==> src/rtl/src_operand_stage.sv <==
// ALU src1 operand stage: selects register/forwarded data or an extended immediate,
// holds it in a one-entry valid/ready register and counts back-pressure cycles.
module src_operand_stage #(
  parameter int DATA_W = 16,
  parameter int IMM_W  = 8,
  parameter int OFF_W  = 4,
  parameter int CNT_W  = 8
) (
  input  logic              clk,
  input  logic              rst_n,
  input  logic              in_valid,
  output logic              in_ready,
  input  logic [IMM_W-1:0]  imm,
  input  logic [DATA_W-1:0] reg_data,
  input  logic [1:0]        src_mode,
  input  logic              fwd_ex_en,
  input  logic [DATA_W-1:0] fwd_ex_data,
  input  logic              fwd_mem_en,
  input  logic [DATA_W-1:0] fwd_mem_data,
  input  logic              flush,
  output logic              out_valid,
  input  logic              out_ready,
  output logic [DATA_W-1:0] src_out,
  output logic              src_is_imm,
  output logic [CNT_W-1:0]  stall_cnt
);

  logic              r_vld;
  logic [DATA_W-1:0] r_src;
  logic              r_is_imm;
  logic [CNT_W-1:0]  r_cnt;

  logic              w_accept;
  logic [DATA_W-1:0] w_operand;

  assign in_ready = !r_vld | out_ready;
  assign w_accept = in_valid & in_ready & !flush;

  // Signed size casts give the sign extension without zero-width replications.
  always_comb begin
    w_operand = '0;
    case (src_mode)
      2'b00:   w_operand = fwd_ex_en  ? fwd_ex_data  :
                           fwd_mem_en ? fwd_mem_data : reg_data;
      2'b01:   w_operand = DATA_W'($signed(imm));
      2'b10:   w_operand = DATA_W'($signed(imm[OFF_W-1:0]));
      default: w_operand = DATA_W'(imm);
    endcase
  end

  always_ff @(posedge clk or negedge rst_n) begin
    if (!rst_n) begin
      r_vld    <= 1'b0;
      r_src    <= '0;
      r_is_imm <= 1'b0;
    end else if (flush) begin
      r_vld    <= 1'b0;
    end else if (w_accept) begin
      r_vld    <= 1'b1;
      r_src    <= w_operand;
      r_is_imm <= (src_mode != 2'b00);
    end else if (out_ready) begin
      r_vld    <= 1'b0;
    end
  end

  // Saturating stall counter; survives flush, cleared only by reset.
  always_ff @(posedge clk or negedge rst_n) begin
    if (!rst_n)
      r_cnt <= '0;
    else if (r_vld && !out_ready && (r_cnt != {CNT_W{1'b1}}))
      r_cnt <= r_cnt + CNT_W'(1);
  end

  assign out_valid  = r_vld;
  assign src_out    = r_src;
  assign src_is_imm = r_is_imm;
  assign stall_cnt  = r_cnt;

endmodule

==> config.mk <==
export PLATFORM = sky130hd
export DESIGN_NAME = src_operand_stage
export DESIGN_NICKNAME = d
export VERILOG_FILES = /design/src/rtl/src_operand_stage.sv
export SDC_FILE = /design/constraint.sdc
export NUM_CORES = 1
export LEC_CHECK = 0
export ABC_AREA = 1
export BUFFER_PORTS_ARGS = -buffer_cell sky130_fd_sc_hd__buf_2
export CAP_MARGIN = 5
export CORE_MARGIN = 10
export CORE_UTILIZATION = 30
export DETAILED_ROUTE_END_ITERATION = 10
export PLACE_DENSITY = 0.6
export SYNTH_ARGS = -nofsm -noshare
export SYNTH_HDL_FRONTEND = slang
export SYNTH_SLANG_ARGS = --single-unit
==> constraint.sdc <==
create_clock -name clk -period 1.26 [get_ports clk]
set_input_delay 0.252 -clock clk [delete_from_list [all_inputs] [get_ports clk]]
set_output_delay 0.252 -clock clk [all_outputs]
set_load 0.02 [all_outputs]
; Word level (Yosys, flattened, before mapping)
; Cells that the tools add are included.
; W data, S select, Z words.
[op_classes]
n_eq_ne = 3
n_bitwise = 4
n_mux = 6
reduce_logical = 9
add_sub_neg = 1
[ops]
columns = op, n
row1 = $pmux W16 S3, 1
row2 = $mux W16, 2
row3 = $add A8 B1 Y8 const B, 1
row4 = $ne A8 B8 Y1 const B, 1
row5 = $logic_not A1 Y1, 3
row6 = $mux W1, 3
row7 = $reduce_bool A3 Y1, 1
row8 = $and A1 B1 Y1, 2
row9 = $eq A2 B1 Y1 const B, 1
row10 = $eq A2 B2 Y1 const B, 1
row11 = $logic_and A1 B1 Y1, 2
row12 = $logic_not A2 Y1, 1
row13 = $reduce_and A2 Y1, 1
row14 = $reduce_bool A2 Y1, 1
row15 = $not A1 Y1, 1
row16 = $or A1 B1 Y1, 1
[totals]
word_cells = 27
register_bits = 26

; Depth between registers and ports, before layout
[logic_depth]
ltp_word = 6
depth_mapped = 9
ltp_nobuf = 7

; Worst setup path after synthesis
; No wires, ideal clock.
[synth_path]
path_type = reg2reg
from = reg r_cnt[0], in the netlist stall_cnt[0]
to = reg r_cnt[3], in the netlist stall_cnt[3]
n_path_buf = 0
stages_incl_launch_ff = 7
slack_ns = -0.099
setup_ns = 0.066
period_less_slack_ns = 1.359
arrival_ns = 1.293
path_cell_list = dfrtp_1 > ha_1 > inv_1 > nor2_4 > a21oi_1 > nand3_1 > nand2_1
[synth_via]
elab_chain_cells = 2
elab_cells_between_ends = 3
[synth_lines]
columns = item, line_no
row1 = start: declaration, 31  ; logic [CNT_W-1:0] r_cnt;
row2 = start signal: assignment, 72  ; r_cnt <= r_cnt + CNT_W'(1);
row3 = "parallel branches: the longest is 2 deep, another holds $add A8 B1 Y8", n/a
; Several ways; the timed one is not identified.
; A chain may end at the register's enable or synchronous reset.

; Worst setup path in the final report
[layout_path]
from = reg r_cnt[0], in the netlist stall_cnt[0]
to = out stall_cnt[0]
[layout_rtl]
columns = item, line_no
row1 = end: declaration, 25  ; output logic [CNT_W-1:0] stall_cnt
; No word-level cell between the ends.

==> flow_summary.json <==
{
  "leakage_nw": 1.38,
  "fp.dieH_um": 96.0,
  "status": "finished clean",
  "cts.clk_slew.worst_paths_ns": 0.08,
  "syn_inst": 271,
  "yosys_register_bits": 26,
  "grt_use_total_pct": 12.3,
  "cts.sinks": 26,
  "yosys-top-cells-count": "nand2_1 (122), nor2_1 (43), nand3_1 (32)",
  "first_pass_iters": 4,
  "antenna_cells": 0,
  "clockBufferDepth": 2,
  "gp_congestion": 0.826,
  "routed_wl_mm": 5.64,
  "maxSlewViolCount": 0,
  "synth.avg_cell_area_sq_um": 6.39,
  "place_area_sq_mm": 0.00226,
  "hold_class": "in -> reg",
  "clock_latency_ns": 0.26,
  "fill_cells": 607,
  "p_per_area_mw_per_mm2": 1160,
  "cts_tree": "done",
  "io_pins": 92,
  "dpl_worst_slack_ns": 0.000240,
  "skew_ns": 0.00292,
  "max_stage_delay_ns": 0.44,
  "yosysMostFrequentCell": "nand2_1",
  "grt_pass1_vias": 1962,
  "cp.buffers_inverters": 2,
  "grt_max_degree": 33,
  "setup_viol": 0,
  "vias": 1940,
  "fin_ws_ns": 0.00932,
  "ys.flop_type": "dfrtp_1",
  "cpMaxStageDelayCell": "dfrtp_2",
  "arrival_ns": 1.00,
  "clock.fmax_ghz": 0.800,
  "clockRootBuffer": "clkbuf_8",
  "antenna_left": 0,
  "drc": 0,
  "maxCapViolations": 0,
  "drt-initial-drc-count": 80,
  "htree_levels": 1,
  "start_util_pct": 31.3,
  "synthArstFlopShare_pct": 100,
  "synth_top_area_share_pct": 37.6,
  "vias_per_cell": 4.45,
  "placement_rows": 27,
  "yosys.area.top_type": "dfrtp_1",
  "crit_type": "reg -> out",
  "rsz0062_at_grt": "true",
  "synth_area_sq_mm": 0.00173,
  "slew-limit-headroom_pct": 78.5,
  "syn_to_final_growth_pct": 38.4,
  "grt_pass1_wl_mm": 9.03,
  "nets": 431,
  "stdcell_area_sq_mm": 0.00240,
  "holdWs_ns": 0.144,
  "end_kind": "output pin",
  "die_w_um": 96.0,
  "synth_area_leaders": "dfrtp_1 (38%), nand2_1 (26%), nor2_1 (9.3%)",
  "ys_seq_area_share_pct": 37.6,
  "layout_min_cycle_time_ns": 1.25,
  "cts_made_buffers": 3,
  "cp_max_fo": 3,
  "critPathTopFamily": "flip-flops",
  "hpwl_mm": 4.64,
  "worstPathRequired_ns": 1.01,
  "ys_warn_count": 0,
  "synth_nets": 337,
  "synth_edf_count": 0,
  "crit_top_cell": "buf_4",
  "worstMarginPinSlew_ns": 0.321,
  "start_kind": "flop",
  "dieArea_sq_mm": 0.00921,
  "port_buffers": 91,
  "cp_cell_sequence": "buf_4, buf_4",
  "hold_viol": 0,
  "ir_drop_mv": 0.478,
  "antenna_found_initial": 0,
  "grt_overflow": 0,
  "synth.distinct_cells": 22,
  "wl_per_cell_um": 12.9,
  "drive_gt1_share_pct": 33.5,
  "fin_crit_sh_pct": 99.3,
  "fp.coreArea_sq_mm": 0.00554
}
-- cell usage in the layout (no fill, tap or decap), drive strengths merged --
cell / count
nand2: 126
buf: 98
nor2: 44
nand3: 32
dfrtp: 26
inv: 16
a21oi: 5
clkbuf: 4
o21ai: 4
xnor2: 3
nand4: 1
a21o: 1
nand3b: 1
xor2: 1
ha: 1
dlygate4sd3: 1
-- layout make-up --
cell class,instances,area [sq um],share of cell area (%)
Multi-Input combinational cell,219,991,41.3
Sequential cell,26,653,27.2
Timing Repair Buffer,99,546,22.8
Tap cell,72,90.1,3.76
Inverter,16,62.6,2.61
Clock buffer,4,55.1,2.30
-- metrics by stage --
step | instances | power [mW] | util, % | setup TNS, ns
after global placement | 430 | 2.16 | 40.7 | 0
after detailed placement | 430 | 2.18 | 40.7 | 0
after CTS | 435 | 2.73 | 42.0 | 0
final | 436 | 2.77 | 43.3 | 0
after global routing | 436 | 3.00 | 43.3 | -0.0668
after floorplan | 271 | 1.74 | - | 0
-- what timing repair did --
item / 4_1_cts / 5_1_grt
hold endpoints to repair: 26 / 0
resized for setup: 2 / 17
pin swaps: 1 / 2
buffers inserted: 0 / 1
hold buffers: 1 / 0
setup endpoints to repair: 1 / 13
-- worst paths after layout --
path | cells after the start | from | to | slack [ns]
max reg2reg | 7 | stall_cnt[0] | stall_cnt[3] | 0.08
max in group asynchronous | 3 | rst_n | stall_cnt[1] | 0.49
min in group asynchronous | 3 | rst_n | stall_cnt[6] | 0.50
min reg2reg | 2 | src_out[11] | src_out[11] | 0.48
max | 2 | stall_cnt[0] | stall_cnt[0] | 0.009
min | 2 | flush | out_valid | 0.14
-- worst reg2reg max path, delay by kind of cell, from the launching register on --
family,cells,cell delay (ns)
buf+inv,1,0.06
flops,1,0.44
fa+ha+maj,1,0.18
compound gates,1,0.12
simple gates,4,0.28
-- per-layer routing --
metal  global-route usage, %  up-vias  routed length [um]
li1                        -     1022                   -
met1                    14.2      869                2340
met2                    21.8       47                2890
met3                    3.50        2                 380
met4                    2.83        0                  25
met5                       0        -                   0
-- power by group --
part | internal (mW) | switching, mW
Clock | 0.279 | 0.249
Sequential | 0.997 | 0.141
Combinational | 0.472 | 0.635
Total | 1.75 | 1.03
-- kinds of logic (layout without fill, tap and decap cells) --
| logic type | after synthesis | count (layout) | share of synthesized area [%] |
|---|---|---|---|
| DFF | 26 | 26 | 37.6 |
| adders and majority gates | 1 | 1 | 0.722 |
| buffers and inverters | 26 | 119 | 8.45 |
| AOI/OAI and AO/OA | 10 | 10 | 3.03 |
| and+or+nand+nor | 204 | 204 | 48.2 |
| xor gates and xnor gates | 4 | 4 | 2.02 |
-- sequential cells by signal (all words and copies together), names as in the netlist --
signal	flops
src_out	16
stall_cnt	8
out_valid	1
src_is_imm	1
(Power assumes the default switching activity.)
